**config.mk**
```make
export PLATFORM = sky130hd
export DESIGN_NAME = regfile_2r2w
export DESIGN_NICKNAME = d
export VERILOG_FILES = /design/src/rtl/regfile_2r2w.sv
export SDC_FILE = /design/constraint.sdc
export NUM_CORES = 1
export LEC_CHECK = 0
export ABC_AREA = 1
export CAP_MARGIN = 5
export CORE_AREA = 2 2 220 222
export CTS_CLUSTER_SIZE = 28
export DETAILED_ROUTE_END_ITERATION = 12
export DIE_AREA = 0 0 222 224
export GPL_ROUTABILITY_DRIVEN = 0
export PLACE_DENSITY = 0.52
export SLEW_MARGIN = 0
export SYNTH_ARGS = -nofsm -noshare
export SYNTH_HDL_FRONTEND = slang
export SYNTH_SLANG_ARGS = --single-unit
export TNS_END_PERCENT = 30
```
**constraint.sdc**
```tcl
create_clock -name clk -period 2.5 [get_ports clk]
set_input_delay 0.25 -clock clk [delete_from_list [all_inputs] [get_ports clk]]
set_output_delay 0.25 -clock clk [all_outputs]
set_load 0.02 [all_outputs]
```
**src/rtl/regfile_2r2w.sv**
```systemverilog
// Two-read / two-write register file with registered, write-first reads
// and a sequential clear engine that sweeps every entry to CLR_VAL.
// While the clear engine runs, writes are dropped and reads keep working.
module regfile_2r2w #(
    parameter int                DATA_W  = 8,
    parameter int                ADDR_W  = 5,
    parameter logic [DATA_W-1:0] CLR_VAL = '0
) (
    input  logic              clk,
    input  logic              rst,
    input  logic              w_en1,
    input  logic              w_en2,
    input  logic [ADDR_W-1:0] w_addr1,
    input  logic [ADDR_W-1:0] w_addr2,
    input  logic [DATA_W-1:0] w_data1,
    input  logic [DATA_W-1:0] w_data2,
    input  logic [ADDR_W-1:0] r_addr1,
    input  logic [ADDR_W-1:0] r_addr2,
    output logic [DATA_W-1:0] r_data1,
    output logic [DATA_W-1:0] r_data2,
    input  logic              clr_req,
    output logic              busy,
    output logic              wr_conflict,
    output logic              fsm_state
);

    localparam int DEPTH = 1 << ADDR_W;

    typedef enum logic {
        IDLE  = 1'b0,
        CLEAR = 1'b1
    } state_t;

    state_t              state, state_nxt;
    logic [ADDR_W-1:0]   clr_cnt, clr_cnt_nxt;
    logic [DATA_W-1:0]   mem [DEPTH];
    logic                we1, we2;
    logic [DATA_W-1:0]   rd1_nxt, rd2_nxt;

    // Clear engine owns the array while active; user writes are gated off.
    assign busy      = (state == CLEAR);
    assign fsm_state = (state == CLEAR);
    assign we1       = w_en1 && !busy;
    assign we2       = w_en2 && !busy;

    // Clear FSM state and sweep counter registers.
    always_ff @(posedge clk) begin
        if (rst) begin
            state   <= IDLE;
            clr_cnt <= '0;
        end else begin
            state   <= state_nxt;
            clr_cnt <= clr_cnt_nxt;
        end
    end

    // Clear FSM next state: start on request, leave after the last entry.
    always_comb begin
        state_nxt   = state;
        clr_cnt_nxt = clr_cnt;
        case (state)
            IDLE: begin
                if (clr_req) begin
                    state_nxt   = CLEAR;
                    clr_cnt_nxt = '0;
                end
            end
            CLEAR: begin
                clr_cnt_nxt = clr_cnt + ADDR_W'(1);
                if (clr_cnt == ADDR_W'(DEPTH - 1)) begin
                    state_nxt = IDLE;
                end
            end
            default: begin
                state_nxt   = IDLE;
                clr_cnt_nxt = '0;
            end
        endcase
    end

    // Array update: clear sweep, or user writes with port 2 written last so it wins.
    always_ff @(posedge clk) begin
        if (rst) begin
            for (int i = 0; i < DEPTH; i++) begin
                mem[i] <= '0;
            end
        end else if (busy) begin
            mem[clr_cnt] <= CLR_VAL;
        end else begin
            if (we1) mem[w_addr1] <= w_data1;
            if (we2) mem[w_addr2] <= w_data2;
        end
    end

    // Read port 1 next value with write-first forwarding.
    always_comb begin
        rd1_nxt = mem[r_addr1];
        if (busy) begin
            if (clr_cnt == r_addr1) rd1_nxt = CLR_VAL;
        end else begin
            if (we1 && (w_addr1 == r_addr1)) rd1_nxt = w_data1;
            if (we2 && (w_addr2 == r_addr1)) rd1_nxt = w_data2;
        end
    end

    // Read port 2 next value with write-first forwarding.
    always_comb begin
        rd2_nxt = mem[r_addr2];
        if (busy) begin
            if (clr_cnt == r_addr2) rd2_nxt = CLR_VAL;
        end else begin
            if (we1 && (w_addr1 == r_addr2)) rd2_nxt = w_data1;
            if (we2 && (w_addr2 == r_addr2)) rd2_nxt = w_data2;
        end
    end

    // Registered read data and the one-cycle same-address conflict flag.
    always_ff @(posedge clk) begin
        if (rst) begin
            r_data1     <= '0;
            r_data2     <= '0;
            wr_conflict <= 1'b0;
        end else begin
            r_data1     <= rd1_nxt;
            r_data2     <= rd2_nxt;
            wr_conflict <= we1 && we2 && (w_addr1 == w_addr2);
        end
    end

endmodule

```
# --- Word-level counts from Yosys, hierarchy flattened ---
# Memory sizes are Yosys's and may differ from the RTL's.
# Cells that the tools add are included.
totals:
  output_inout_bits: 19
  memories: 1
  wordCells: 64
  ramBits: 256
  regBits: 23
  inputBits: 41
mem_list:
  columns: ["name", "words", "width", "read_ports", "rd_ports_with_merged_regs", "wr", "line_no", "rtl"]
  rows:
  - ["mem", 32, 8, 2, 0, 32, "36", "logic [DATA_W-1:0] mem [DEPTH];"]
classes:
  reduce_logical: 12
  eq_ne: 9
  addsub: 1
  muxes: 35
  n_bitwise: 1
ops:
  columns: ["op", "count"]
  rows:
  - ["$mux W8", 11]
  - ["$eq A5 B5 Y1", 7]
  - ["$reduce_or A8 Y1", 3]
  - ["$mux W5", 4]
  - ["$mux W1", 18]
  - ["$pmux W5 S2", 1]
  - ["$logic_and A1 B1 Y1", 8]
  - ["$add A5 B1 Y5 const B", 1]
  - ["$eq A5 B5 Y1 const B", 1]
  - ["$ne A2 B2 Y1 const B", 1]
  - ["$pmux W1 S2", 1]
  - ["$logic_not A1 Y1", 1]
  - ["$not A1 Y1", 1]

# --- Logic depth before layout (Yosys ltp) ---
depth:
  depth_word: 8
  mapped_depth: 14
  depth_no_buf: 11

# --- Worst setup path after synthesis ---
# No wires, ideal clock.
synth_path:
  path_kind: "register to register"
  from: "reg state (netlist: busy)"
  to: "mem mem[18][0], enable pin"
  path_buffers: 1
  path_stages_with_launch: 12
  arrival_time_ns: 1.854
  setup_ns: 0.329
  path_slack_ns: 0.317
  period_less_slack_ns: 2.183
  t_required_ns: 2.171
  path_cell_list: "dfxtp_1 -> inv_2 -> nand3_4 -> buf_4 -> nand2_1 -> o21ai_2 -> nand2_1 -> nor2_1 -> inv_1 -> nor2_4 -> nor2_1 -> nand2_1"
synth_rtl:
  columns: ["element", "line_no", "rtl"]
  rows:
  - ["from (decl)", "34", "state_t state, state_nxt;"]
  - ["from (signal assigned)", "52", "state <= state_nxt;"]
  - ["to (decl)", "36", null]

==> metrics <==
outcome=finished clean; Setup TNS Final=0 ns; top-level I/O count=60; DRT Wirelength=between 80 and 90 mm; Ant. Diodes=0; synth unique cells=36; Final period util=92.6%; via/cell ratio=roughly 6.0; Most common cell on crit path=nand2_1; Avg Inst Size Synth=about 7.2 um^2; CTS buffer count=31; Worst path slowest cell=nand2_1; Die Span Y=about 220 um; crit path DAT=between 2 and 3 ns; RSZ-0062 raised after global routing=no; Worst slew margin=52.7%; die area=a little under 0.05 mm^2; final slew viol count=0; Reg2Reg Depth=10; Avg WL per Cell=around 25 um; Worst Tran Pin Value=around 0.71 ns; Total Routing Usage GR=around a third; CTS H-Tree Depth=1; HPWL after detailed placement=~53 mm; Final Cell Area=0.0222 mm^2; switching share of total power=roughly 29%; Core Area=approximately 0.047 mm^2; DIE WIDTH=222 um; crit path kind=reg2reg; Post-DP Area=between 0.02 and 0.025 mm^2; count of input and output buffers=59; Routed Antenna Nets=0; Syn Inst Count=~2500; WP data required=roughly 2.8 ns; Pre-antenna DRT Iters=6; vias in the first global route=17300; endpoints failing hold=0; clock power share=about two fifths; Post-synth EDFFs=between 200 and 300; LEAKAGE=about 8.7 nW; Remaining DRCs=0; First DRT Iteration DRCs=between 2000 and 3000; Worst Hold Class=in2reg; first-pass GRT wire length=roughly 120 mm; Initial Util=about two fifths; clk buf depth=3; RR Endpoint=mem[25][4]; power share of the combinational group=around 17%; cells resized by post-CTS repair=0; register area share after synthesis=approximately 45%; CTS Sinks=279; Endpoint, Worst Hold=clr_cnt[0]; R2R Setup Slk=0.19 ns; Post-Syn Area=0.0183 mm^2; area grow syn2layout=21.5%; cell row count=80; Reg2Reg Launch Point=busy; sequential share of power=a little over two fifths; Synth Warn #=0; hold path start=rst; antenna violations before repair=1; Tmin final=~2.3 ns; Worst Hold Depth=3; Layout Nets=~2700; worst-path fanout max=12; Cell Int Power=between 9 and 10 mW; asr flop ratio synth=0%; net count after synthesis=approximately 2600; PwrDens=approximately 570 mW/mm^2; max incr delay on CP=between 0.3 and 0.4 ns; share of layout cells above drive strength 1=around 12%; max-cap viol count=0; maximum vdd ir drop=~0.54 mV; CTS hold repair buffers=0; Fmax=about 0.43 GHz; CTS tree=built; Congestion Overflow GR=0; Via Count=19400; crit start category=register; Main synth FF type=edfxtp_1; CP Cell Sequence=inv_2 > nand2_1 > nor2_1 > inv_1 > buf_4 > nor2_1 > nand2_1 > inv_1 > nand2_1 > nand2_1; clock insertion delay at the later pin of the skew report=roughly 0.60 ns; sw power=about 3.6 mW; largest net degree at the start of global routing=between 70 and 80; clock transition at the registers of the reported paths=0.07 ns; number of fill cells in the layout=between 4000 and 5000; endpoint class of the critical path=register; CTS root buf=clkbuf_16; #FFs+latches synth=~280; clock skew=approximately 0.012 ns; Final setup viols=0; # Post-CTS Setup Buffers=0
==> per-layer routing <==
metal,share of wire [%],GRT usage [%],vias to the layer above
li1,-,-,8904
met1,42,45.9,9084
met2,43,47.9,1268
met3,11,5.52,176
met4,4.0,11.5,0
met5,0,0,-
==> flip-flops by register name (all words and copies together), names as in the netlist <==
signal	cells
wr_conflict	1
r_data2	8
busy	1
r_data1	8
clr_cnt	5
mem	256
==> power groups by stage <==
stage	clock network [mW]	logic (mW)	registers [mW]
floorplan	0	1.05	5.49
global placement	0	2.10	5.52
detailed placement	0	2.11	5.52
CTS	5.13	2.11	5.42
global route	5.29	2.30	5.44
finish	5.09	2.19	5.43
==> synthesized netlist by cell type (27+ instances only) <==
cell type	count	area [um^2]
a21oi_1	45	225
buf_1	27	101
buf_2	36	180
clkbuf_1	136	510
edfxtp_1	256	7690
inv_1	66	248
inv_2	27	101
nand2_1	777	2920
nand3_1	713	3570
nor2_1	92	345
o21ai_0	225	1130
==> worst max-delay path, delay by kind of cell (launching register included) <==
kind / cells / cell delay [ns]
buf+inv: 4 / 0.49
flops: 1 / 0.32
simple gates: 6 / 1.18
==> area by class of cell <==
cell class / instances / area [um^2] / share of cell area (%)
Multi-Input combinational cell: 1953 / 9010 / 40.6
Tap cell: 615 / 769 / 3.46
Clock inverter: 20 / 304 / 1.37
Sequential cell: 279 / 8150 / 36.7
Clock buffer: 35 / 791 / 3.56
Inverter: 98 / 373 / 1.68
Timing Repair Buffer: 262 / 2820 / 12.7
==> stage by stage <==
| step | cells | utilization, % | power [mW] | setup WS (ns) | hold WS, ns |
|---|---|---|---|---|---|
| finish | 3262 | 46.9 | 12.7 | 0.186 | 0.103 |
| global route | 3262 | 46.9 | 13.0 | 0.0657 | 0.111 |
| CTS | 3262 | 46.9 | 12.7 | 0.233 | 0.0828 |
| detailed placement | 3207 | 44.6 | 7.62 | -0.123 | 0.536 |
| global placement | 3207 | 44.6 | 7.61 | -0.112 | 0.526 |
| floorplan | 2533 | - | 6.54 | 0.317 | 0.444 |
==> cell families (layout without fill, tap and decap cells) <==
group | Yosys count | count (layout) | share of synthesized area (%)
buffers and inverters | 301 | 415 | 6.51
AND/OR/NAND/NOR | 1617 | 1617 | 39.1
XOR/XNOR | 9 | 9 | 0.431
AO/OA/AOI/OAI | 325 | 325 | 9.27
flip-flops | 279 | 279 | 44.6
adder cells (fa/ha/maj) | 2 | 2 | 0.137
==> placed cells by master (no fill, tap or decap), drive strengths merged, types with 35 or more instances in the layout <==
| master | instances |
|---|---|
| nand2 | 778 |
| nand3 | 714 |
| edfxtp | 256 |
| nor2 | 108 |
| clkdlybuf4s50 | 54 |
| buf | 208 |
| clkbuf | 35 |
| o21ai | 247 |
| inv | 95 |
| a21oi | 45 |
==> worst max-delay path by stage <==
stage / to / cells after the start / from
3_5_place_dp: mem[0][5] / 9 / w_en1
6_report: mem[25][4] / 10 / busy
4_1_cts: mem[25][4] / 10 / busy
5_1_grt: mem[1][4] / 12 / busy
3_3_place_gp: mem[0][5] / 9 / w_en1
2_1_floorplan: mem[18][0] / 11 / busy
No activity file was read; power rests on OpenSTA's default activity.
